**src/rtl/pipe_hazard_ctrl.sv**
```systemverilog
// Central stall/flush/freeze controller for the 5-stage RV32 pipeline.
// Optional feature macro: PIPE_PERF_CNT_EN builds saturating stall/flush event counters.
module pipe_hazard_ctrl #(
    parameter int unsigned MEM_TIMEOUT = 255
) (
    input  logic        clk,
    input  logic        reset,
    input  logic [4:0]  id_rs1,
    input  logic [4:0]  id_rs2,
    input  logic        id_use_rs2,
    input  logic        ex_memread,
    input  logic [4:0]  ex_rd,
    input  logic        branch_taken,
    input  logic        mem_req,
    input  logic        mem_ack,
    input  logic        halt_req,
    input  logic        step,
    output logic        pc_hold,
    output logic        ifid_hold,
    output logic        ifid_flush,
    output logic        idex_stop,
    output logic        idex_flush,
    output logic        exmem_hold,
    output logic        memwb_bubble,
    output logic        halted,
    output logic        mem_timeout,
    output logic [15:0] stall_cnt,
    output logic [15:0] flush_cnt
);

    typedef enum logic [1:0] {
        ST_RUN      = 2'd0,
        ST_MEM_WAIT = 2'd1,
        ST_HALT     = 2'd2,
        ST_STEP     = 2'd3
    } state_e;

    localparam logic [7:0] WAIT_LAST = 8'(MEM_TIMEOUT - 1);

    state_e     state_q, state_d;
    logic [7:0] wait_cnt_q, wait_cnt_d;
    logic       mem_timeout_q, mem_timeout_d;
    logic       in_wait;
    logic       freeze;
    logic       load_use;

    // mem_req/mem_ack: the access is outstanding from the first cycle mem_req is
    // high until the cycle mem_ack is high; an ack in the request cycle costs nothing.
    assign in_wait  = (state_q == ST_MEM_WAIT);
    assign freeze   = in_wait ? !mem_ack : (mem_req && !mem_ack);
    assign load_use = ex_memread && (ex_rd != 5'd0) &&
                      ((ex_rd == id_rs1) || (id_use_rs2 && (ex_rd == id_rs2)));

    // Gating with reset makes every control drop asynchronously while reset is low.
    always_comb begin
        pc_hold      = 1'b0;
        ifid_hold    = 1'b0;
        ifid_flush   = 1'b0;
        idex_stop    = 1'b0;
        idex_flush   = 1'b0;
        exmem_hold   = 1'b0;
        memwb_bubble = 1'b0;
        if (reset) begin
            if (freeze) begin
                pc_hold      = 1'b1;
                ifid_hold    = 1'b1;
                exmem_hold   = 1'b1;
                memwb_bubble = 1'b1;
            end else if (branch_taken) begin
                ifid_flush = 1'b1;
                idex_flush = 1'b1;
            end else if (load_use || (state_q == ST_HALT)) begin
                pc_hold   = 1'b1;
                ifid_hold = 1'b1;
                idex_stop = 1'b1;
            end
        end
    end

    assign halted      = (state_q == ST_HALT);
    assign mem_timeout = mem_timeout_q;

    always_comb begin
        state_d       = state_q;
        wait_cnt_d    = wait_cnt_q;
        mem_timeout_d = 1'b0;
        case (state_q)
            ST_RUN: begin
                if (freeze) begin
                    state_d    = ST_MEM_WAIT;
                    wait_cnt_d = 8'd0;
                end else if (halt_req && !branch_taken) begin
                    state_d = ST_HALT;
                end
            end
            ST_MEM_WAIT: begin
                if (mem_ack) begin
                    state_d = ST_RUN;
                end else if (wait_cnt_q == WAIT_LAST) begin
                    state_d       = ST_RUN;
                    mem_timeout_d = 1'b1;
                end else begin
                    wait_cnt_d = wait_cnt_q + 8'd1;
                end
            end
            ST_HALT: begin
                if (freeze) begin
                    state_d    = ST_MEM_WAIT;
                    wait_cnt_d = 8'd0;
                end else if (!halt_req) begin
                    state_d = ST_RUN;
                end else if (step) begin
                    state_d = ST_STEP;
                end
            end
            ST_STEP: begin
                if (freeze) begin
                    state_d    = ST_MEM_WAIT;
                    wait_cnt_d = 8'd0;
                end else if (halt_req) begin
                    state_d = ST_HALT;
                end else begin
                    state_d = ST_RUN;
                end
            end
            default: state_d = ST_RUN;
        endcase
    end

    always_ff @(posedge clk or negedge reset) begin
        if (!reset) begin
            state_q       <= ST_RUN;
            wait_cnt_q    <= 8'd0;
            mem_timeout_q <= 1'b0;
        end else begin
            state_q       <= state_d;
            wait_cnt_q    <= wait_cnt_d;
            mem_timeout_q <= mem_timeout_d;
        end
    end

`ifdef PIPE_PERF_CNT_EN
    logic [15:0] stall_cnt_q, stall_cnt_d;
    logic [15:0] flush_cnt_q, flush_cnt_d;

    // A counter only moves when its event is the winning output case.
    always_comb begin
        stall_cnt_d = stall_cnt_q;
        flush_cnt_d = flush_cnt_q;
        if (!freeze && branch_taken && (flush_cnt_q != 16'hFFFF)) begin
            flush_cnt_d = flush_cnt_q + 16'd1;
        end
        if (!freeze && !branch_taken && load_use && (stall_cnt_q != 16'hFFFF)) begin
            stall_cnt_d = stall_cnt_q + 16'd1;
        end
    end

    always_ff @(posedge clk or negedge reset) begin
        if (!reset) begin
            stall_cnt_q <= 16'd0;
            flush_cnt_q <= 16'd0;
        end else begin
            stall_cnt_q <= stall_cnt_d;
            flush_cnt_q <= flush_cnt_d;
        end
    end

    assign stall_cnt = stall_cnt_q;
    assign flush_cnt = flush_cnt_q;
`else
    assign stall_cnt = 16'd0;
    assign flush_cnt = 16'd0;
`endif

endmodule

```
**config.mk**
```make
export PLATFORM = sky130hd
export DESIGN_NAME = pipe_hazard_ctrl
export DESIGN_NICKNAME = d
export VERILOG_FILES = /design/src/rtl/pipe_hazard_ctrl.sv
export SDC_FILE = /design/constraint.sdc
export NUM_CORES = 1
export LEC_CHECK = 0
export CELL_PAD_IN_SITES_DETAIL_PLACEMENT = 2
export CELL_PAD_IN_SITES_GLOBAL_PLACEMENT = 2
export CORE_MARGIN = 2
export CORE_UTILIZATION = 22
export DETAILED_ROUTE_END_ITERATION = 6
export GPL_TIMING_DRIVEN = 0
export PLACE_DENSITY = 0.88
export SETUP_SLACK_MARGIN = 0.05
export SYNTH_ARGS = -nofsm -noshare
export SYNTH_HDL_FRONTEND = slang
export SYNTH_SLANG_ARGS = --single-unit
```
**constraint.sdc**
```tcl
create_clock -name clk -period 3.3 [get_ports clk]
set_clock_uncertainty 0.05 [all_clocks]
set_input_delay 0.33 -clock clk [delete_from_list [all_inputs] [get_ports clk]]
set_output_delay 0.33 -clock clk [all_outputs]
set_load 0.01 [all_outputs]
```
==> results.cfg <==
[outcome]
status = finished clean

[place]
gp_congestion = 0.736
placement.io_buffers = 32
detailed_place_hpwl_um = 2730

[clock_network]
clock-root-buffer = clkbuf_8
clock_sink_count = 11
clock_h_tree_levels = 1
postCtsResizedCells = 0
clk_latency_ns = 0.24
cts_made_buffers = 3
cts_setup_buffers = 0
ctsLongestPathBuffers = 2
clkTransAtPathRegs_ns = 0.05
post_cts_hold_buffer_count = 0
tritoncts = yes

[final_layout]
antenna_cells = 0
fill_cells = 609
area.growth.synth_to_final_pct = 50.4
fin_nets = 222
post_route_cells_drive_above_1_share_pct = 23.6

[die]
coreArea_mm2 = 0.00504
dieHeight_um = 75.6
starting_density_of_the_core_pct = 22.4
ios = 65
die_w_um = 75.6
rows = 26
die_area_mm2 = 0.00572

[yosys]
synthDominantCellAreaShare_pct = 24.4
synth.top_cells.by_count = buf_4 (35), dfrtp_1 (11), xor2_1 (9), nand2_1 (6)
yosysMostFrequentCell = buf_4
synthDistinctLibCells = 42
asr_flop_ratio_synth_pct = 100
postSynthAreaPerCell_um2 = 8.82
synth_enable_flop_cells = 0
syn-cell-area_mm2 = 0.00113
synth-warning-count = 0
synth_flop_cell = dfrtp_1
synthCells = 128
synth.top_cells.by_area = dfrtp_1 (24%), buf_4 (23%), xor2_1 (7.0%), o211ai_1 (2.7%), ha_1 (2.2%)
yosysSeqAreaShare_pct = 24.4
ys_ff_latch = 11
post_synthesis_cell_type_with_the_largest_combined_area = dfrtp_1

[grt]
first_global_vias = 1088
largest_net_degree_at_the_start_of_global_routing = 16
number_of_antenna_violations_at_the_first_check_in_global_routing = 0
grt_first_pass_wirelength_um = 4860
groute.usage.overall_pct = 11.4
grt_overflow = 0

[power]
pleak_nw = 0.825
totalPowerFinal_uw = 470
power.density_cell_area_mw_per_mm2 = 277
vdd.ir_drop.worst_v = 0.0000883

[run]
drv.max_cap_violation_count = 0

[sta]
fin_tns_setup_ns = 0
max_freq_mhz = 337
setup_violations = 0
min_period_over_period_pct = 89.9
slew_violations = 0
grt_setup_unrepaired = false
actual_slew_at_the_worst_max_slew_pin_ns = 0.677
min_period_ns = 2.97
max-slew-margin-rel_pct = 54.7
timing_hold_violations_final = 0

[critical_path]
timing.critical_path.to_type = primary output
crit_path_max_fo = 15
worstSetupPathType = primary input to primary output
cp-start-kind = primary input
crit_required_ns = 2.92
worstPathArrival_ns = 2.59

[drt]
route.antenna.remaining_nets = 0
route.detailed.vias_per_inst = 4.12
wirelength_um = 3230
drt_iter0_markers = 18
drt-pass1-iter-count = 4
detail_route.drc_violations = 0
post_drt_wl_per_cell_um = 12.2
via_count = 1091

[worst_hold_path]
hold_path.class = primary input to async pin
## state kept, by name, indices dropped and copies added, names as in the netlist
signal,count
mem_timeout,1
state_q,2
wait_cnt_q,8
## cells by family (layout without fill, tap and decap cells)
logic type	after synthesis	count (layout)	share of synthesized area, %
simple gates	34	34	19.3
xor+xnor	10	10	7.76
flops	11	11	24.4
fa+ha+maj	2	2	2.22
other cells	1	32	0.332
mux	1	1	0.887
compound gates	29	29	20.2
buf+inv	40	76	24.9
## power breakdown
part           internal, mW  switching [mW]
registers             0.145          0.0145
logic                0.0907          0.0789
clock network        0.0852          0.0551
## metal layers
layer	wire length, µm	share of wire [%]	vias to the layer above	track usage [%]
li1	-	-	525	-
met1	1230	38	524	12.1
met2	1760	55	37	21.8
met3	184	5.7	5	1.98
met4	49	1.5	0	4.68
met5	0	0	-	0
## worst max-delay path, cell delays in order
cell             delay [ns]
clkdlybuf4s50_1        0.90
nor2b_1                0.34
o211ai_1               0.12
o21ai_0                0.22
buf_4                  0.14
clkdlybuf4s50_1        0.52
## stage by stage
stage	hold slack [ns]	instance area (µm²)	setup slack (ns)	cells	utilization [%]
after CTS	0.469	1700	0.274	265	33.7
after global placement	0.476	1650	0.322	261	32.8
after global routing	0.496	1700	0.0664	265	33.7
final	0.449	1700	0.334	265	33.7
after floorplan	-0.0156	1240	1.50	159	-
after detailed placement	0.498	1650	0.288	261	32.8
## layout make-up
cell class                      count  area (µm²)  share of cell area (%)
Sequential cell                    11         275                    16.2
Timing Repair Buffer               32         320                    18.9
Tap cell                           70        87.6                    5.16
Multi-Input combinational cell    108         688                    40.5
Buffer                             35         263                    15.5
Clock buffer                        4        45.0                    2.65
Inverter                            5        18.8                    1.11
## worst paths after layout
kind                                    start       endpoint  slack (ns)  depth (start not counted)
worst max-delay path                    reset        pc_hold        0.33                          6
worst min-delay path                    reset  wait_cnt_q[5]        0.45                          1
worst max register to register  wait_cnt_q[0]  wait_cnt_q[5]        1.65                          6
worst min register to register  wait_cnt_q[7]  wait_cnt_q[7]        0.50                          2
max in group asynchronous               reset  wait_cnt_q[7]        2.32                          1
min in group clk                wait_cnt_q[7]  wait_cnt_q[7]        0.50                          2
## cells in the final DEF (no fill, tap or decap), types with 2 or more instances in the layout
| cell type | n |
|---|---|
| a21boi_0 | 2 |
| dfrtp_1 | 11 |
| nand2_1 | 6 |
| o211a_1 | 2 |
| nor3_1 | 2 |
| xor2_1 | 9 |
| ha_1 | 2 |
| a21boi_1 | 2 |
| nand3_1 | 5 |
| conb_1 | 32 |
| nor2_1 | 3 |
| clkbuf_8 | 3 |
| and2_1 | 2 |
| o21ai_0 | 5 |
| inv_1 | 5 |
| clkdlybuf4s50_1 | 32 |
| a21oi_1 | 2 |
| or4_1 | 3 |
| o211ai_1 | 4 |
| o31ai_1 | 3 |
| buf_4 | 35 |
| nor2b_1 | 2 |
No activity file was read; power rests on OpenSTA's default activity.
